**src/rtl/mem_arbiter_if.sv**
```systemverilog
// Bus bundle between the two requesters, the arbiter and the shared data RAM.
// slave = arbiter view, master = environment (requesters + RAM) view.
interface mem_arbiter_if #(
  parameter int ADDR_W = 8
);
  logic              req0, req1;
  logic              we0, we1;
  logic [2:0]        mode0, mode1;
  logic [ADDR_W-1:0] addr0, addr1;
  logic [31:0]       wdata0, wdata1;
  logic              gnt0, gnt1;
  logic              rvalid0, rvalid1;
  logic              rerr0, rerr1;
  logic [31:0]       rdata0, rdata1;
  logic [ADDR_W-1:0] mem_ra, mem_wa;
  logic [2:0]        mem_rm, mem_wm;
  logic              mem_we;
  logic [31:0]       mem_wd;
  logic [31:0]       mem_rd;

  modport slave (
    input  req0, req1, we0, we1, mode0, mode1, addr0, addr1, wdata0, wdata1, mem_rd,
    output gnt0, gnt1, rvalid0, rvalid1, rerr0, rerr1, rdata0, rdata1,
           mem_ra, mem_wa, mem_rm, mem_wm, mem_we, mem_wd
  );

  modport master (
    output req0, req1, we0, we1, mode0, mode1, addr0, addr1, wdata0, wdata1, mem_rd,
    input  gnt0, gnt1, rvalid0, rvalid1, rerr0, rerr1, rdata0, rdata1,
           mem_ra, mem_wa, mem_rm, mem_wm, mem_we, mem_wd
  );
endinterface

```
**src/rtl/mem_arbiter.sv**
```systemverilog
// Round-robin arbiter for two requesters sharing one RAM read port and write port.
// One access per grant: grant (t), RAM access (t+1), registered response (t+2).
module mem_arbiter #(
  parameter int ADDR_W = 8
) (
  input  logic            clk,
  input  logic            rst_n,
  mem_arbiter_if.slave    bus
);

  typedef enum logic [1:0] {IDLE, ACCESS, RESP} state_t;

  state_t            state_q, state_d;
  logic              last_q, last_d;
  logic              cmd_id_q, cmd_id_d;
  logic              cmd_we_q, cmd_we_d;
  logic [2:0]        cmd_mode_q, cmd_mode_d;
  logic [ADDR_W-1:0] cmd_addr_q, cmd_addr_d;
  logic [31:0]       cmd_wdata_q, cmd_wdata_d;
  logic [31:0]       resp_data_q, resp_data_d;
  logic              resp_err_q, resp_err_d;

  logic              gnt0_c, gnt1_c, win;
  logic              legal_wr, legal_rd;
  logic              rvalid0_c, rvalid1_c;

  assign legal_wr = (cmd_mode_q == 3'b000) || (cmd_mode_q == 3'b001) || (cmd_mode_q == 3'b010);
  assign legal_rd = legal_wr || (cmd_mode_q == 3'b100) || (cmd_mode_q == 3'b101);

  always_ff @(posedge clk or negedge rst_n) begin
    if (!rst_n) begin
      state_q     <= IDLE;
      last_q      <= 1'b1;
      cmd_id_q    <= 1'b0;
      cmd_we_q    <= 1'b0;
      cmd_mode_q  <= '0;
      cmd_addr_q  <= '0;
      cmd_wdata_q <= '0;
      resp_data_q <= '0;
      resp_err_q  <= 1'b0;
    end else begin
      state_q     <= state_d;
      last_q      <= last_d;
      cmd_id_q    <= cmd_id_d;
      cmd_we_q    <= cmd_we_d;
      cmd_mode_q  <= cmd_mode_d;
      cmd_addr_q  <= cmd_addr_d;
      cmd_wdata_q <= cmd_wdata_d;
      resp_data_q <= resp_data_d;
      resp_err_q  <= resp_err_d;
    end
  end

  always_comb begin
    state_d     = state_q;
    last_d      = last_q;
    cmd_id_d    = cmd_id_q;
    cmd_we_d    = cmd_we_q;
    cmd_mode_d  = cmd_mode_q;
    cmd_addr_d  = cmd_addr_q;
    cmd_wdata_d = cmd_wdata_q;
    resp_data_d = resp_data_q;
    resp_err_d  = resp_err_q;
    gnt0_c      = 1'b0;
    gnt1_c      = 1'b0;
    win         = 1'b0;

    // On a tie the requester that did not win last time goes next.
    if ((state_q == IDLE || state_q == RESP) && (bus.req0 || bus.req1)) begin
      win    = (bus.req0 && bus.req1) ? ~last_q : bus.req1;
      gnt0_c = ~win;
      gnt1_c = win;
      last_d      = win;
      cmd_id_d    = win;
      cmd_we_d    = win ? bus.we1    : bus.we0;
      cmd_mode_d  = win ? bus.mode1  : bus.mode0;
      cmd_addr_d  = win ? bus.addr1  : bus.addr0;
      cmd_wdata_d = win ? bus.wdata1 : bus.wdata0;
    end

    case (state_q)
      IDLE: begin
        if (gnt0_c || gnt1_c) state_d = ACCESS;
      end
      ACCESS: begin
        if (cmd_we_q) begin
          resp_data_d = '0;
          resp_err_d  = ~legal_wr;
        end else begin
          resp_data_d = legal_rd ? bus.mem_rd : '0;
          resp_err_d  = ~legal_rd;
        end
        state_d = RESP;
      end
      RESP: begin
        state_d = (gnt0_c || gnt1_c) ? ACCESS : IDLE;
      end
      default: state_d = IDLE;
    endcase
  end

  assign rvalid0_c = (state_q == RESP) && !cmd_id_q;
  assign rvalid1_c = (state_q == RESP) &&  cmd_id_q;

  // Grants are combinational from req, so mask them while reset is held.
  assign bus.gnt0    = gnt0_c & rst_n;
  assign bus.gnt1    = gnt1_c & rst_n;
  assign bus.rvalid0 = rvalid0_c;
  assign bus.rvalid1 = rvalid1_c;
  assign bus.rerr0   = rvalid0_c & resp_err_q;
  assign bus.rerr1   = rvalid1_c & resp_err_q;
  assign bus.rdata0  = rvalid0_c ? resp_data_q : '0;
  assign bus.rdata1  = rvalid1_c ? resp_data_q : '0;

  // The command register only changes on entry to ACCESS, so the RAM side holds between accesses.
  assign bus.mem_ra  = cmd_addr_q;
  assign bus.mem_wa  = cmd_addr_q;
  assign bus.mem_rm  = cmd_mode_q;
  assign bus.mem_wm  = cmd_mode_q;
  assign bus.mem_wd  = cmd_wdata_q;
  assign bus.mem_we  = (state_q == ACCESS) && cmd_we_q && legal_wr;

endmodule
```
**src/flat_wrapper.sv**
```systemverilog
// flat-port wrapper written by rule: the top's interface ports become plain ports
module mem_arbiter_flat 
#(
  parameter int ADDR_W = 8
)
  (clk, rst_n, bus_req0, bus_req1, bus_we0, bus_we1, bus_mode0, bus_mode1, bus_addr0, bus_addr1, bus_wdata0, bus_wdata1, bus_mem_rd, bus_gnt0, bus_gnt1, bus_rvalid0, bus_rvalid1, bus_rerr0, bus_rerr1, bus_rdata0, bus_rdata1, bus_mem_ra, bus_mem_wa, bus_mem_rm, bus_mem_wm, bus_mem_we, bus_mem_wd);
  mem_arbiter_if #(.ADDR_W(ADDR_W)) bus_i ();
  input  logic clk;
  input  logic rst_n;
  input wire logic [$bits(bus_i.req0)-1:0] bus_req0;
  input wire logic [$bits(bus_i.req1)-1:0] bus_req1;
  input wire logic [$bits(bus_i.we0)-1:0] bus_we0;
  input wire logic [$bits(bus_i.we1)-1:0] bus_we1;
  input wire logic [$bits(bus_i.mode0)-1:0] bus_mode0;
  input wire logic [$bits(bus_i.mode1)-1:0] bus_mode1;
  input wire logic [$bits(bus_i.addr0)-1:0] bus_addr0;
  input wire logic [$bits(bus_i.addr1)-1:0] bus_addr1;
  input wire logic [$bits(bus_i.wdata0)-1:0] bus_wdata0;
  input wire logic [$bits(bus_i.wdata1)-1:0] bus_wdata1;
  input wire logic [$bits(bus_i.mem_rd)-1:0] bus_mem_rd;
  output wire logic [$bits(bus_i.gnt0)-1:0] bus_gnt0;
  output wire logic [$bits(bus_i.gnt1)-1:0] bus_gnt1;
  output wire logic [$bits(bus_i.rvalid0)-1:0] bus_rvalid0;
  output wire logic [$bits(bus_i.rvalid1)-1:0] bus_rvalid1;
  output wire logic [$bits(bus_i.rerr0)-1:0] bus_rerr0;
  output wire logic [$bits(bus_i.rerr1)-1:0] bus_rerr1;
  output wire logic [$bits(bus_i.rdata0)-1:0] bus_rdata0;
  output wire logic [$bits(bus_i.rdata1)-1:0] bus_rdata1;
  output wire logic [$bits(bus_i.mem_ra)-1:0] bus_mem_ra;
  output wire logic [$bits(bus_i.mem_wa)-1:0] bus_mem_wa;
  output wire logic [$bits(bus_i.mem_rm)-1:0] bus_mem_rm;
  output wire logic [$bits(bus_i.mem_wm)-1:0] bus_mem_wm;
  output wire logic [$bits(bus_i.mem_we)-1:0] bus_mem_we;
  output wire logic [$bits(bus_i.mem_wd)-1:0] bus_mem_wd;
  assign bus_i.req0 = bus_req0;
  assign bus_i.req1 = bus_req1;
  assign bus_i.we0 = bus_we0;
  assign bus_i.we1 = bus_we1;
  assign bus_i.mode0 = bus_mode0;
  assign bus_i.mode1 = bus_mode1;
  assign bus_i.addr0 = bus_addr0;
  assign bus_i.addr1 = bus_addr1;
  assign bus_i.wdata0 = bus_wdata0;
  assign bus_i.wdata1 = bus_wdata1;
  assign bus_i.mem_rd = bus_mem_rd;
  assign bus_gnt0 = bus_i.gnt0;
  assign bus_gnt1 = bus_i.gnt1;
  assign bus_rvalid0 = bus_i.rvalid0;
  assign bus_rvalid1 = bus_i.rvalid1;
  assign bus_rerr0 = bus_i.rerr0;
  assign bus_rerr1 = bus_i.rerr1;
  assign bus_rdata0 = bus_i.rdata0;
  assign bus_rdata1 = bus_i.rdata1;
  assign bus_mem_ra = bus_i.mem_ra;
  assign bus_mem_wa = bus_i.mem_wa;
  assign bus_mem_rm = bus_i.mem_rm;
  assign bus_mem_wm = bus_i.mem_wm;
  assign bus_mem_we = bus_i.mem_we;
  assign bus_mem_wd = bus_i.mem_wd;
  mem_arbiter #(.ADDR_W(ADDR_W)) u_core (.clk(clk), .rst_n(rst_n), .bus(bus_i));
endmodule
```
**config.mk**
```make
export PLATFORM = sky130hd
export DESIGN_NAME = mem_arbiter_flat
export DESIGN_NICKNAME = d
export VERILOG_FILES = /design/src/rtl/mem_arbiter_if.sv /design/src/rtl/mem_arbiter.sv /design/src/flat_wrapper.sv
export SDC_FILE = /design/constraint.sdc
export NUM_CORES = 1
export LEC_CHECK = 0
export ABC_CLOCK_PERIOD_IN_PS = 1500
export CAP_MARGIN = 20
export CORE_MARGIN = 1
export CORE_UTILIZATION = 37
export DETAILED_ROUTE_END_ITERATION = 6
export GPL_TIMING_DRIVEN = 0
export HOLD_SLACK_MARGIN = 0.1
export PLACE_DENSITY = 0.87
export REMOVE_ABC_BUFFERS = 1
export SLEW_MARGIN = 0
export SYNTH_ARGS = -nofsm -noshare
export SYNTH_HDL_FRONTEND = slang
export SYNTH_SLANG_ARGS = --single-unit
```
**constraint.sdc**
```tcl
create_clock -name clk -period 1.5 [get_ports clk]
set_input_delay 0.15 -clock clk [delete_from_list [all_inputs] [get_ports clk]]
set_output_delay 0.15 -clock clk [all_outputs]
set_load 0.05 [all_outputs]
```
==> results of run 1 <==
kinds of logic (layout without fill, tap and decap cells):
group,Yosys count,after routing,synth area share
compound gates,85,92,0.2061
flops,81,81,0.5294
simple gates,118,122,0.1956
buf+inv,45,325,0.06891
where the power goes:
part           internal [mW]  switching (mW)  leakage [nW]
sequential              2.72           0.557          1.02
clock                  0.906           0.835         0.107
combinational           2.09            2.72          2.56
what timing repair did:
item / in CTS / in global routing
buffers inserted: 26 / 13
setup endpoints to repair: 203 / 154
resized for setup: 678 / 91
hold endpoints to repair: 40 / 40
gates cloned: 19 / 5
pin swaps: 69 / 30
sequential cells by signal, indices dropped and copies added, names as in the netlist:
name and count:
u_core.bus.mem_rm 3, u_core.state_q 2, u_core.bus.mem_ra 8, u_core.resp_data_q 32, u_core.last_q 1, u_core.resp_err_q 1, u_core.cmd_id_q 1, u_core.bus.mem_wd 32
u_core.cmd_we_q 1
layer usage:
layer / global-route usage / part of all wire
met5: 0 / 0.00093
met4: 0.1378 / 0.026
met3: 0.07867 / 0.087
met2: 0.5537 / 0.51
met1: 0.3709 / 0.38
worst min path at each step:
stage / from / end / slack (ps) / depth (start not counted)
after floorplan: rst_n / u_core.bus.mem_ra[0] / -150 / 0
after global placement: u_core.resp_err_q / u_core.resp_err_q / 490 / 2
after detailed placement: rst_n / u_core.resp_data_q[24] / 170 / 1
after CTS: rst_n / u_core.resp_data_q[24] / -220 / 1
after global routing: rst_n / u_core.resp_data_q[24] / -200 / 1
final: rst_n / u_core.resp_data_q[9] / -240 / 1
worst max-delay path: cells and delay by family, from the launching register on:
kind                   cells  cell delay, ps
buffers and inverters      3             490
and+or+nand+nor            2             390
DFF                        1             470
cell type report:
| class | count | area (um2) | area share |
|---|---|---|---|
| Clock inverter | 2 | 35.03 | 0.004350 |
| Inverter | 5 | 22.52 | 0.002796 |
| Timing Repair Buffer | 304 | 3665 | 0.4550 |
| Tap cell | 133 | 166.4 | 0.02066 |
| Clock buffer | 14 | 172.7 | 0.02144 |
| Multi-Input combinational cell | 214 | 1961 | 0.2434 |
| Sequential cell | 81 | 2032 | 0.2523 |
cells in the final DEF (no fill, tap or decap), types with 2 or more instances in the layout:
master	count
buf_4	15
o21bai_4	5
and2_4	69
buf_8	64
and3_4	5
dlygate4sd2_1	42
and2_1	43
clkbuf_2	3
a21o_1	2
clkbuf_16	3
buf_16	11
buf_6	23
inv_1	4
clkbuf_1	2
clkdlybuf4s15_1	5
buf_12	11
dfrtp_2	3
dfrtp_1	77
clkdlybuf4s50_1	120
o211a_4	3
clkdlybuf4s15_2	6
a22o_1	32
a221o_1	44
clkbuf_8	12
metrics by stage:
stage | hold WS [ps] | setup WS, ps
4_1_cts | -218.7 | -303.3
6_report | -240.6 | -381.6
3_3_place_gp | 493.8 | -4603
3_5_place_dp | 166.2 | -1231
5_1_grt | -204.1 | -418.0
2_1_floorplan | -145.6 | -2350
cells in the mapped netlist (all sizes together):
cell type	number	share of area
nor3	1	0.0042
and2	112	0.18
nand2b	1	0.0016
clkbuf	12	0.012
a221o	44	0.11
o21a	1	0.0020
dfstp	1	0.0069
a21o	2	0.0039
a21oi	1	0.0013
a22o	32	0.073
nor3b	1	0.0033
dfrtp	80	0.52
nor2	1	0.00098
a2111oi	1	0.0023
and3	1	0.0016
inv	5	0.0049
o211a	1	0.0026
o31ai	1	0.0020
nand2	1	0.00098
o21bai	1	0.0020
a211oi	1	0.0020
buf	28	0.052
==> out/results.ini, run 1 <==
[run_status]
status = finished with violations
violations = hold timing, setup timing

[routing]
drtPass1Iterations = 5
wl_per_cell_um = 25.84
vias = 4324
ant_nets = 0
viasPerCell = 5.742
drc_errors = 0
finalWirelength_mm = 19.46
drtIter0Drc = 312

[power_and_ir_drop]
p_leak_nw = 3.682
vdd_drop_max_mv = 0.9464
finalPower_mw = 9.838
power_density_mw_per_mm2 = 1222

[global_routing]
track_usage = 0.3177
grt_max_degree = 43
grt_pass1_wl_mm = 25.62
antenna_found_initial = 1
overflow = 0
grt_pass1_vias = 4335

[die]
die_x_um = 103.8
io_pins = 249
start_util = 0.3866
core-area_mm2 = 0.009910
die-area_mm2 = 0.01077
rows = 36
die_h_um = 103.8

[timing]
rsz0062_at_grt = true
max-slew-margin-rel = 0.6220
min_period_ps = 1882
drv_slew = 0
skew_ps = 9.860
fin_ws_ps = -381.6
fin_setup_tns_ps = -40980
fmax_ghz = 0.5315
setup_violations = 150
finalCritPeriodShare = 1.254
hold_ws_ps = -240.6
hold_viol = 40
worstMarginPinSlew_ps = 567.0

[critical_path]
setup.worst_path.class = flop to primary output
cp_cell_sequence = nor3b_4 -> buf_6 -> buf_16 -> and2_1 -> buf_6
max_stage_delay_ps = 470
cp_max_fo = 13
reg2reg_from = u_core.state_q[0]
endpoint = bus_rdata0[0]
crit_path_start_kind = flop
reg2reg_slack_ps = -370
worstPathRequired_ps = 1350
r2r-end = u_core.bus.mem_wd[6]
cp_slowest_cell = dfrtp_2
critPathLaunch = u_core.state_q[0]
end_kind = primary output
crit_arrival_ps = 1730
path_common_cell = buf_6
r2r_cells = 7

[clock_network]
clock-sinks = 81
clkLatencyLatePin_ps = 380
cts_root_buffer = clkbuf_8
clk_pin_slew_ps = 90
cts_buffer_depth = 2
numCtsBuffers = 9
cts_tree = built
htreeDepth = 3

[finish]
fill_cells = 495
fin_nets = 739
area_delta_synth_final_pct = 110.2
layout.cells.non_filler = 753
fin_area_mm2 = 0.008054
drive_gt1_frac = 0.3952
fin_util = 0.8128
antenna_cells = 0

[logic_synthesis]
synth.avg_cell_area_um2 = 11.64
yosysWarningCount = 0
synth.distinct_cells = 26
syn_inst = 329
synth_area_mm2 = 0.003831
synth_seq_area_share = 0.5294
ys_ff_latch = 81

[placement]
io_buffers = 248
place.gp.congestion = 0.8510
post-dp-hpwl_mm = 8.907
dp.cells = 677
placed_area_mm2 = 0.006410

[job]
drv_cap = 0

[min_path]
hold_class = primary input to asynchronous set/reset pin

Note: power is estimated with default switching activity, not from simulation.
==> inputs of run 2 (changes only) <==
--- a/config.mk
+++ b/config.mk
@@ -13,7 +13,6 @@
 export GPL_TIMING_DRIVEN = 0
 export HOLD_SLACK_MARGIN = 0.1
 export PLACE_DENSITY = 0.87
-export REMOVE_ABC_BUFFERS = 1
 export SLEW_MARGIN = 0
 export SYNTH_ARGS = -nofsm -noshare
 export SYNTH_HDL_FRONTEND = slang
==> out/results.ini, run 2 (same netlist as run 1, synthesis figures left out) <==
[global_routing]
grt_pass1_vias = 4031  ; was 4,335
grt_pass1_wl_mm = 21.96  ; was 25.62 mm
antenna_found_initial = 0  ; was 1
grt_max_degree = 73  ; was 43
track_usage = 0.2653  ; was 0.3177
overflow = 0  ; unchanged

[critical_path]
crit_buf_inv = 3  ; unchanged
crit_path_start_kind = flop  ; unchanged
path_common_cell = buf_6  ; unchanged
reg2reg_from = u_core.last_q  ; was u_core.state_q[0]
end_kind = primary output  ; unchanged
cp_max_fo = 10  ; was 13
worstPathRequired_ps = 1350  ; about the same
critPathTopFamily = buffers and inverters  ; unchanged
cp_num_cells = 5  ; unchanged
cp_cell_sequence = nor3b_4 -> buf_6 -> clkbuf_8 -> and2_2 -> buf_6  ; was nor3b_4 -> buf_6 -> buf_16 -> and2_1 -> buf_6
r2r_cells = 6  ; was 7
r2r-end = u_core.bus.mem_wd[9]  ; was u_core.bus.mem_wd[6]
cp_slowest_cell = dfrtp_2  ; unchanged
setup.worst_path.class = flop to primary output  ; unchanged
reg2reg_slack_ps = -140  ; was -370 ps
max_stage_delay_ps = 460  ; was 470 ps
crit_arrival_ps = 1670  ; was 1730 ps

[routing]
vias = 3894  ; was 4,324
viasPerCell = 5.130  ; was 5.742
ant_nets = 0  ; unchanged
drtIter0Drc = 134  ; was 312
wl_per_cell_um = 19.32  ; was 25.84 um
drtPass1Iterations = 4  ; was 5
drc_errors = 0  ; unchanged
finalWirelength_mm = 14.67  ; was 19.46 mm

[die]
core-area_mm2 = 0.009910  ; unchanged
die_x_um = 103.8  ; unchanged
start_util = 0.3866  ; unchanged
io_pins = 249  ; unchanged
die_h_um = 103.8  ; unchanged
die-area_mm2 = 0.01077  ; unchanged
rows = 36  ; unchanged

[run_status]
status = finished with violations  ; unchanged
violations = setup timing  ; was hold timing, setup timing

[job]
drv_cap = 0  ; unchanged

[timing]
fmax_ghz = 0.5490  ; was 0.5315 GHz
skew_ps = 5.106  ; was 9.860 ps
fin_setup_tns_ps = -22270  ; was -40,980 ps
hold_viol = 0  ; was 40
min_period_ps = 1822  ; was 1882 ps
drv_slew = 0  ; unchanged
finalCritPeriodShare = 1.214  ; was 1.254
rsz0062_at_grt = true  ; unchanged
max-slew-margin-rel = 0.6533  ; was 0.6220
setup_violations = 142  ; was 150
worstMarginPinSlew_ps = 522.1  ; was 567.0 ps
fin_ws_ps = -321.6  ; was -381.6 ps

[clock_network]
numCtsBuffers = 9  ; unchanged
cts_buffer_depth = 2  ; unchanged
cts_root_buffer = clkbuf_8  ; unchanged
clock-sinks = 81  ; unchanged
cts_tree = built  ; unchanged
htreeDepth = 3  ; unchanged
clk_pin_slew_ps = 80  ; was 90 ps
clkLatencyLatePin_ps = 350  ; was 380 ps

[finish]
antenna_cells = 0  ; unchanged
area_delta_synth_final_pct = 101.6  ; was 110.2%
final_common_cell = clkdlybuf4s50_1  ; unchanged
fin_nets = 746  ; was 739
layout.cells.non_filler = 759  ; was 753
final_cell_mix = clkdlybuf4s50_1 (121), dfrtp_1 (75), buf_8 (57)  ; was clkdlybuf4s50_1 (120), dfrtp_1 (77), and2_4 (69)
drive_gt1_frac = 0.4201  ; was 0.3952

[power_and_ir_drop]
vdd_drop_max_mv = 0.7843  ; was 0.9464 mV
power_density_mw_per_mm2 = 1176  ; was 1222 mW/mm2
p_leak_nw = 3.631  ; was 3.682 nW

[placement]
post-dp-hpwl_mm = 9.536  ; was 8.907 mm
place.gp.congestion = 0.8446  ; was 0.8510
place_ws_ps = -1199  ; was -1231 ps
dp.cells = 711  ; was 677
io_buffers = 248  ; unchanged

[logic_synthesis]
syn_nets = 453

[min_path]
hold_class = primary input to asynchronous set/reset pin  ; unchanged

## run 2: repair_timing
| item | in CTS | in global routing |
|---|---|---|
| setup buffers | 16 | 10 |
| hold buffers | 1 | 0 |
| cloned | 9 | 2 |
| endpoints found under the setup margin | 164 | 154 |
| hold endpoints to repair | 80 | 0 |
| resized for setup | 704 | 70 |
| pin swaps | 42 | 29 |
## run 2: power by group
part           switching, mW  internal [mW]  total, mW
Combinational           2.47           1.92       4.39
Clock                  0.791          0.721       1.51
Sequential             0.456           2.73       3.18
Total                   3.72           5.37       9.08
## run 2: final cells by class
type,count,area [um2]
plain buffers,37,417.9
clock buffers,12,165.2
clock inverters,3,15.01
fillers,600,2186
inverters,5,18.77
multi-input cells,204,1767
flip-flops and latches,81,2034
well taps,133,166.4
repair buffers,284,3139
## run 2: per-stage QoR
stage,hold WS [ps],utilization,cell area [um2],power (mW)
after global placement,469.6,0.6655,6595,7.053
after floorplan,-145.6,-,3946,5.602
after detailed placement,7.672,0.6681,6620,7.151
after CTS,167.3,0.7616,7547,8.934
after global routing,188.7,0.7794,7724,9.450
final,183.4,0.7794,7724,9.084
## run 2: worst register-to-register path: stages (launching register included)
cell	delay, ps
dfstp_2	390
o211a_1	260
buf_12	150
buf_6	110
buf_12	140
buf_16	130
a221o_1	350
## run 2: how the worst max path moves through the flow
stage | from | end | slack [ps]
after floorplan | u_core.state_q[1] | bus_mem_we | -50
after global placement | rst_n | bus_gnt0 | -3270
after detailed placement | bus_req1 | bus_gnt1 | -1200
after CTS | u_core.state_q[0] | bus_rdata0[8] | -270
after global routing | u_core.state_q[0] | bus_rdata0[14] | -370
final | u_core.state_q[0] | bus_rdata0[14] | -320
## run 2: metal layers
metal  up-vias  track usage  share of wire
met5         -            0              0
met4         0       0.1051          0.024
met3        23      0.05916          0.064
met2       185       0.4851           0.54
met1      1917       0.2986           0.37
li1       1769            -              -
